[src/rtl/ifetch_queue_if.sv]
`default_nettype none
// +----------------------------------------------------------------------+
// | ifetch_queue_if : redirect, I-cache and decode-side signals          |
// | Rev 1.0                                                              |
// +----------------------------------------------------------------------+
interface ifetch_queue_if;
   logic        redirect_valid;
   logic [31:0] redirect_pc;
   logic        to_icache_req_valid;
   logic [31:0] to_icache_req_addr;
   logic        from_icache_req_ready;
   logic        from_icache_rsp_valid;
   logic [31:0] from_icache_rsp_data;
   logic        to_icache_rsp_ready;
   logic        out_valid;
   logic [31:0] out_inst;
   logic [31:0] out_pc;
   logic        out_ready;

   // master is the fetch queue, slave is the surrounding pipeline/cache
   modport master (
      input  redirect_valid, redirect_pc, from_icache_req_ready,
             from_icache_rsp_valid, from_icache_rsp_data, out_ready,
      output to_icache_req_valid, to_icache_req_addr, to_icache_rsp_ready,
             out_valid, out_inst, out_pc
   );

   modport slave (
      output redirect_valid, redirect_pc, from_icache_req_ready,
             from_icache_rsp_valid, from_icache_rsp_data, out_ready,
      input  to_icache_req_valid, to_icache_req_addr, to_icache_rsp_ready,
             out_valid, out_inst, out_pc
   );
endinterface
`default_nettype wire

[src/rtl/ifetch_queue.sv]
`default_nettype none
// +----------------------------------------------------------------------+
// | ifetch_queue : single-outstanding I-cache fetcher with FIFO to decode |
// | Optional macro IFQ_BYPASS_EN: empty-queue response bypass to out_*.  |
// | Rev 1.0                                                              |
// +----------------------------------------------------------------------+
module ifetch_queue #(
   parameter logic [31:0] RESET_PC = 32'h0000_0000,
   parameter int          DEPTH    = 4
) (
   input wire              clk,
   input wire              rst,
   ifetch_queue_if.master  bus
);

   localparam int             PW      = $clog2(DEPTH);
   localparam int             CW      = $clog2(DEPTH + 1);
   localparam logic [CW-1:0]  DEPTH_C = CW'(DEPTH);

   typedef enum logic [1:0] {
      S_REQ      = 2'd0,
      S_WAIT_RSP = 2'd1,
      S_DISCARD  = 2'd2
   } state_e;

   state_e          state_q;
   logic [31:0]     fetch_addr_q;
   logic [31:0]     pend_pc_q;
   logic [31:0]     pc_mem_q   [DEPTH];
   logic [31:0]     inst_mem_q [DEPTH];
   logic [PW-1:0]   rd_ptr_q, rd_ptr_d;
   logic [PW-1:0]   wr_ptr_q, wr_ptr_d;
   logic [CW-1:0]   count_q,  count_d;

   logic [31:0]     next_pc;
   logic            q_nonempty;
   logic            req_valid;
   logic            rsp_ready;
   logic            req_hs;
   logic            rsp_hs;
   logic            rsp_accept;
   logic            byp_vld;
   logic            push;
   logic            pop;

   assign next_pc    = {bus.redirect_pc[31:2], 2'b00};
   assign q_nonempty = (count_q != '0);
   // rst gate keeps req_valid low in the reset cycle, when state already reads REQ
   assign req_valid  = ~rst && (state_q == S_REQ) && (count_q < DEPTH_C);
   assign rsp_ready  = (state_q != S_REQ);
   assign req_hs     = req_valid & bus.from_icache_req_ready;
   assign rsp_hs     = rsp_ready & bus.from_icache_rsp_valid;
   assign rsp_accept = (state_q == S_WAIT_RSP) & rsp_hs & ~bus.redirect_valid;

`ifdef IFQ_BYPASS_EN
   assign byp_vld = rsp_accept & ~q_nonempty;
`else
   assign byp_vld = 1'b0;
`endif

   assign push = rsp_accept & ~(byp_vld & bus.out_ready);
   assign pop  = q_nonempty & bus.out_ready;

   assign bus.to_icache_req_valid = req_valid;
   assign bus.to_icache_req_addr  = fetch_addr_q;
   assign bus.to_icache_rsp_ready = rsp_ready;
   assign bus.out_valid = q_nonempty | byp_vld;
   assign bus.out_pc    = q_nonempty ? pc_mem_q[rd_ptr_q]
                        : (byp_vld ? fetch_addr_q : 32'h0);
   assign bus.out_inst  = q_nonempty ? inst_mem_q[rd_ptr_q]
                        : (byp_vld ? bus.from_icache_rsp_data : 32'h0);

   always_comb begin
      count_d  = count_q;
      rd_ptr_d = rd_ptr_q;
      wr_ptr_d = wr_ptr_q;
      if (bus.redirect_valid) begin
         count_d  = '0;
         rd_ptr_d = '0;
         wr_ptr_d = '0;
      end else begin
         count_d  = count_q + CW'(push) - CW'(pop);
         rd_ptr_d = rd_ptr_q + PW'(pop);
         wr_ptr_d = wr_ptr_q + PW'(push);
      end
   end

   always_ff @(posedge clk) begin
      if (push) begin
         pc_mem_q[wr_ptr_q]   <= fetch_addr_q;
         inst_mem_q[wr_ptr_q] <= bus.from_icache_rsp_data;
      end
   end

   // fetch_addr only moves while no request is in flight, so the cache sees a stable address
   always_ff @(posedge clk) begin
      if (rst) begin
         state_q      <= S_REQ;
         fetch_addr_q <= RESET_PC;
         pend_pc_q    <= 32'h0;
         count_q      <= '0;
         rd_ptr_q     <= '0;
         wr_ptr_q     <= '0;
      end else begin
         count_q  <= count_d;
         rd_ptr_q <= rd_ptr_d;
         wr_ptr_q <= wr_ptr_d;
         case (state_q)
            S_REQ: begin
               if (bus.redirect_valid) begin
                  if (req_hs) begin
                     state_q   <= S_DISCARD;
                     pend_pc_q <= next_pc;
                  end else begin
                     fetch_addr_q <= next_pc;
                  end
               end else if (req_hs) begin
                  state_q <= S_WAIT_RSP;
               end
            end
            S_WAIT_RSP: begin
               if (rsp_hs) begin
                  state_q      <= S_REQ;
                  fetch_addr_q <= bus.redirect_valid ? next_pc : fetch_addr_q + 32'd4;
               end else if (bus.redirect_valid) begin
                  state_q   <= S_DISCARD;
                  pend_pc_q <= next_pc;
               end
            end
            S_DISCARD: begin
               if (rsp_hs) begin
                  state_q      <= S_REQ;
                  fetch_addr_q <= bus.redirect_valid ? next_pc : pend_pc_q;
               end else if (bus.redirect_valid) begin
                  pend_pc_q <= next_pc;
               end
            end
            default: state_q <= S_REQ;
         endcase
      end
   end

endmodule
`default_nettype wire

[src/flat_wrapper.sv]
// flat-port wrapper written by rule: the top's interface ports become plain ports
module ifetch_queue_flat 
#(
   parameter logic [31:0] RESET_PC = 32'h0000_0000,
   parameter int          DEPTH    = 4
)
  (clk, rst, bus_redirect_valid, bus_redirect_pc, bus_from_icache_req_ready, bus_from_icache_rsp_valid, bus_from_icache_rsp_data, bus_out_ready, bus_to_icache_req_valid, bus_to_icache_req_addr, bus_to_icache_rsp_ready, bus_out_valid, bus_out_inst, bus_out_pc);
  ifetch_queue_if bus_i ();
  input wire clk;
  input wire rst;
  input wire logic [$bits(bus_i.redirect_valid)-1:0] bus_redirect_valid;
  input wire logic [$bits(bus_i.redirect_pc)-1:0] bus_redirect_pc;
  input wire logic [$bits(bus_i.from_icache_req_ready)-1:0] bus_from_icache_req_ready;
  input wire logic [$bits(bus_i.from_icache_rsp_valid)-1:0] bus_from_icache_rsp_valid;
  input wire logic [$bits(bus_i.from_icache_rsp_data)-1:0] bus_from_icache_rsp_data;
  input wire logic [$bits(bus_i.out_ready)-1:0] bus_out_ready;
  output wire logic [$bits(bus_i.to_icache_req_valid)-1:0] bus_to_icache_req_valid;
  output wire logic [$bits(bus_i.to_icache_req_addr)-1:0] bus_to_icache_req_addr;
  output wire logic [$bits(bus_i.to_icache_rsp_ready)-1:0] bus_to_icache_rsp_ready;
  output wire logic [$bits(bus_i.out_valid)-1:0] bus_out_valid;
  output wire logic [$bits(bus_i.out_inst)-1:0] bus_out_inst;
  output wire logic [$bits(bus_i.out_pc)-1:0] bus_out_pc;
  assign bus_i.redirect_valid = bus_redirect_valid;
  assign bus_i.redirect_pc = bus_redirect_pc;
  assign bus_i.from_icache_req_ready = bus_from_icache_req_ready;
  assign bus_i.from_icache_rsp_valid = bus_from_icache_rsp_valid;
  assign bus_i.from_icache_rsp_data = bus_from_icache_rsp_data;
  assign bus_i.out_ready = bus_out_ready;
  assign bus_to_icache_req_valid = bus_i.to_icache_req_valid;
  assign bus_to_icache_req_addr = bus_i.to_icache_req_addr;
  assign bus_to_icache_rsp_ready = bus_i.to_icache_rsp_ready;
  assign bus_out_valid = bus_i.out_valid;
  assign bus_out_inst = bus_i.out_inst;
  assign bus_out_pc = bus_i.out_pc;
  ifetch_queue #(.RESET_PC(RESET_PC), .DEPTH(DEPTH)) u_core (.clk(clk), .rst(rst), .bus(bus_i));
endmodule
[config.mk]
export PLATFORM = sky130hd
export DESIGN_NAME = ifetch_queue_flat
export DESIGN_NICKNAME = d
export VERILOG_FILES = /design/src/rtl/ifetch_queue_if.sv /design/src/rtl/ifetch_queue.sv /design/src/flat_wrapper.sv
export SDC_FILE = /design/constraint.sdc
export NUM_CORES = 1
export LEC_CHECK = 0
export ABC_AREA = 1
export CAP_MARGIN = 0
export CORE_ASPECT_RATIO = 0.75
export CORE_MARGIN = 1
export CORE_UTILIZATION = 37
export DETAILED_ROUTE_END_ITERATION = 8
export GPL_TIMING_DRIVEN = 0
export PLACE_DENSITY = 0.6
export SYNTH_ARGS = -nofsm -noshare
export SYNTH_HDL_FRONTEND = slang
export SYNTH_SLANG_ARGS = --single-unit
[constraint.sdc]
create_clock -name clk -period 16.65 [get_ports clk]
set_input_delay 1.665 -clock clk [delete_from_list [all_inputs] [get_ports clk]]
set_output_delay 1.665 -clock clk [all_outputs]
set_load 0.01 [all_outputs]
==> impl_metrics.tcl <==
set metrics [dict create \
    worst-endpoint-arrival_ns 3.14 \
    dpl.hpwl_um 30000 \
    start_util_pct 37.9 \
    post_cts.repair.setup_buffers 0 \
    synth_ff_type "sky130_fd_sc_hd__edfxtp_1" \
    grt_start_max_net_pins 15 \
    gpl.final_weighted_congestion 0.889 \
    setup_slack_ns 11.85 \
    clock_power_share_pct 34.5 \
    internal_cell_power_mw 1.62 \
    switching_power_share_of_the_total_pct 30.5 \
    netlist-cell-type-count 38 \
    post-route-period-util_pct 28.9 \
    first_iter_violations 977 \
    die_width_um 232 \
    postSynthRegisterBits 329 \
    share_comb_of_total_power_pct 19.8 \
    data_required_time_at_the_worst_endpoint_ns 14.98 \
    slew_violations 0 \
    overall_die_height_um 174 \
    synth_warnings 0 \
    result_of_the_run "finished, final reports clean" \
    finalClockSkew_ns 0.0113 \
    capturing_element_type_of_the_critical_path "output port" \
    worstSetupPathType "flip-flop to output port" \
    cts_made_buffers 34 \
    area.growth.synth_to_final_pct 25.8 \
    synthesis.area_um2 14600 \
    power_per_cell_area_nw_per_um2 127 \
    post_synth_edffs 256 \
    path_max_fanout 10 \
    final_util_pct 47.7 \
    finish.net_count 1854 \
    dr_wl_met3_um 3230 \
    min_path_type "flip-flop to flip-flop" \
    wl_per_cell_um 18.6 \
    placement_rows 62 \
    first_global_vias 11300 \
    post_synth_inst_count 1546 \
    worst-slew-pin-transition_ns 0.980 \
    post_cts_sizing 0 \
    finalSetupViolCount 0 \
    design.die.area_um2 40400 \
    vias 12000 \
    synth.avg_cell_area_um2 9.47 \
    leakage_nw 6.68 \
    drc 0 \
    clockRootBuffer "sky130_fd_sc_hd__clkbuf_16" \
    coreArea_um2 38600 \
    total_power_mw 2.33 \
    nature_of_the_critical_path_startpoint "flip-flop" \
    synth_nets 1626 \
    reg2regPathDepth 11 \
    maxCapViolCount 0 \
    buffer_ports.inserted 165 \
    whs_path_depth 2 \
    grt_setup_unrepaired "false" \
    detailedPlace.worstSlack_ns 11.82 \
    ctsLongestPathBuffers 3 \
    min_period_ns 4.80 \
    antenna_cells 0 \
    boundaryPins 169 \
    achievable-frequency_mhz 208 \
    cts_tree "built" \
    ir_worst_vdd_mv 0.0663 \
    reg_power_share_pct 45.8 \
    dpl_cell_area_um2 17200 \
    clock_insertion_delay_worst_skew_ns 0.53 \
    wirelength_met1_um 19700 \
    fraction_of_final_layout_cells_sized_beyond_drive_strength_1_pct 8.17 \
    numClockSinks 329 \
    timing.max_slew.rel_slack_pct 34.3 \
    post-route-cell-area_um2 18400 \
    vias_per_cell 5.18 \
    top_layer "met4" \
    timing.setup.tns_ns 0 \
    drtPass1Iterations 5 \
    routed_wl_um 42900 \
    ys_async_sr_fraction_pct 0 \
    antenna_violating_nets_post_route 0 \
    routed-wl-met2_um 19200 \
    hold_violations 0 \
    congestion_overflow_gr 0 \
    grt_pass1_wl_um 65000 \
    cts.clk_slew.worst_paths_ns 0.06 \
    antenna_violations_before_repair 0 \
    grt_usage_pct 21.0 \
    hold_buf_count_cts 0 \
    synth-seq-area-share_pct 62.5 \
    clock_tree.htree_level_count 2 \
    power.switching_mw 0.712 \
]
flip-flops by register name, summed over array words and instances, names as in the netlist:
| name | cells |
|---|---|
| u_core.wr_ptr_q | 2 |
| u_core.bus.to_icache_req_addr | 32 |
| u_core.inst_mem_q | 128 |
| u_core.count_q | 3 |
| u_core.pend_pc_q | 32 |
| u_core.pc_mem_q | 128 |
| u_core.rd_ptr_q | 2 |
| u_core.state_q | 2 |
power by group through the flow:
stage / sequential [mW] / combinational (mW) / clock (mW)
2_1_floorplan: 1.05 / 0.253 / 0
3_3_place_gp: 1.08 / 0.438 / 0
3_5_place_dp: 1.08 / 0.449 / 0
4_1_cts: 1.07 / 0.452 / 0.817
5_1_grt: 1.08 / 0.503 / 0.847
6_report: 1.07 / 0.461 / 0.804
cells in the final DEF (no fill, tap or decap), drive strengths merged, types with 5 or more instances in the layout:
cell	count
a211oi	14
a21oi	134
a31oi	13
buf	75
bufinv	5
clkbuf	82
clkdlybuf4s50	165
clkinv	10
dfxtp	73
edfxtp	256
ha	9
inv	78
nand2	244
nand3	28
nor2	344
nor3	8
o21ai	235
path summary, 6_finish.rpt:
path	start	endpoint	slack, ns
max	u_core.count_q[2]$_SDFF_PP0_	bus_out_pc[22]	11.85
max reg2reg	u_core.state_q[1]$_SDFFE_PP0P_	u_core.inst_mem_q[2][23]$_DFFE_PP_	13.16
min	u_core.pend_pc_q[1]$_SDFFE_PP0P_	u_core.pend_pc_q[1]$_SDFFE_PP0P_	0.46
min reg2reg	u_core.pend_pc_q[1]$_SDFFE_PP0P_	u_core.pend_pc_q[1]$_SDFFE_PP0P_	0.46
synth_stat cells, drive strengths merged, types with 3 or more instances:
cell type	instances	area share [%]
xnor2	3	0.18
o21ai	235	8.1
a21oi	134	4.6
buf	48	1.7
nand3b	4	0.21
edfxtp	256	53
inv	77	2.0
ha	9	0.77
nand3	28	0.99
xor2	4	0.24
a211oi	14	0.72
nor3	8	0.27
nand2	244	6.3
clkbuf	39	1.0
nor2	344	9.2
a31oi	13	0.56
dfxtp	73	10
layout make-up:
cell class / instances / area, um^2
plain buffers: 87 / 393
inverters: 77 / 289
repair buffers: 192 / 1950
multi-input cells: 1053 / 4830
well taps: 512 / 641
flip-flops and latches: 329 / 9150
clock inverters: 18 / 239
fillers: 3553 / 20200
clock buffers: 43 / 936
layer usage:
layer / track usage, % / up-vias
met4: 4.96 / 0
met3: 3.87 / 57
li1: - / 5753
met1: 30.0 / 5713
met2: 32.9 / 443
met5: 0 / -
kinds of logic (layout without fill, tap and decap cells):
family | Yosys count | count (layout) | synth area share (%)
and+or+nand+nor | 633 | 633 | 17.2
AOI/OAI and AO/OA | 403 | 403 | 14.3
DFF | 329 | 329 | 62.5
buffers and inverters | 164 | 417 | 4.66
adders and majority gates | 10 | 10 | 0.906
xor gates and xnor gates | 7 | 7 | 0.419
per-stage QoR:
stage                     std cells  hold WS [ns]
after floorplan                1546         0.425
after global placement         2223         0.451
after detailed placement       2250         0.451
after CTS                      2311         0.460
after global routing           2311         0.485
final                          2311         0.459
critical path, stage by stage (launching register included):
cell and delay [ns]:
sky130_fd_sc_hd__dfxtp_1 0.42, sky130_fd_sc_hd__nor3_1 0.59, sky130_fd_sc_hd__clkbuf_1 0.57, sky130_fd_sc_hd__buf_2 0.38
sky130_fd_sc_hd__a21oi_1 0.07, sky130_fd_sc_hd__clkdlybuf4s50_1 0.58
(Power assumes the default switching activity.)
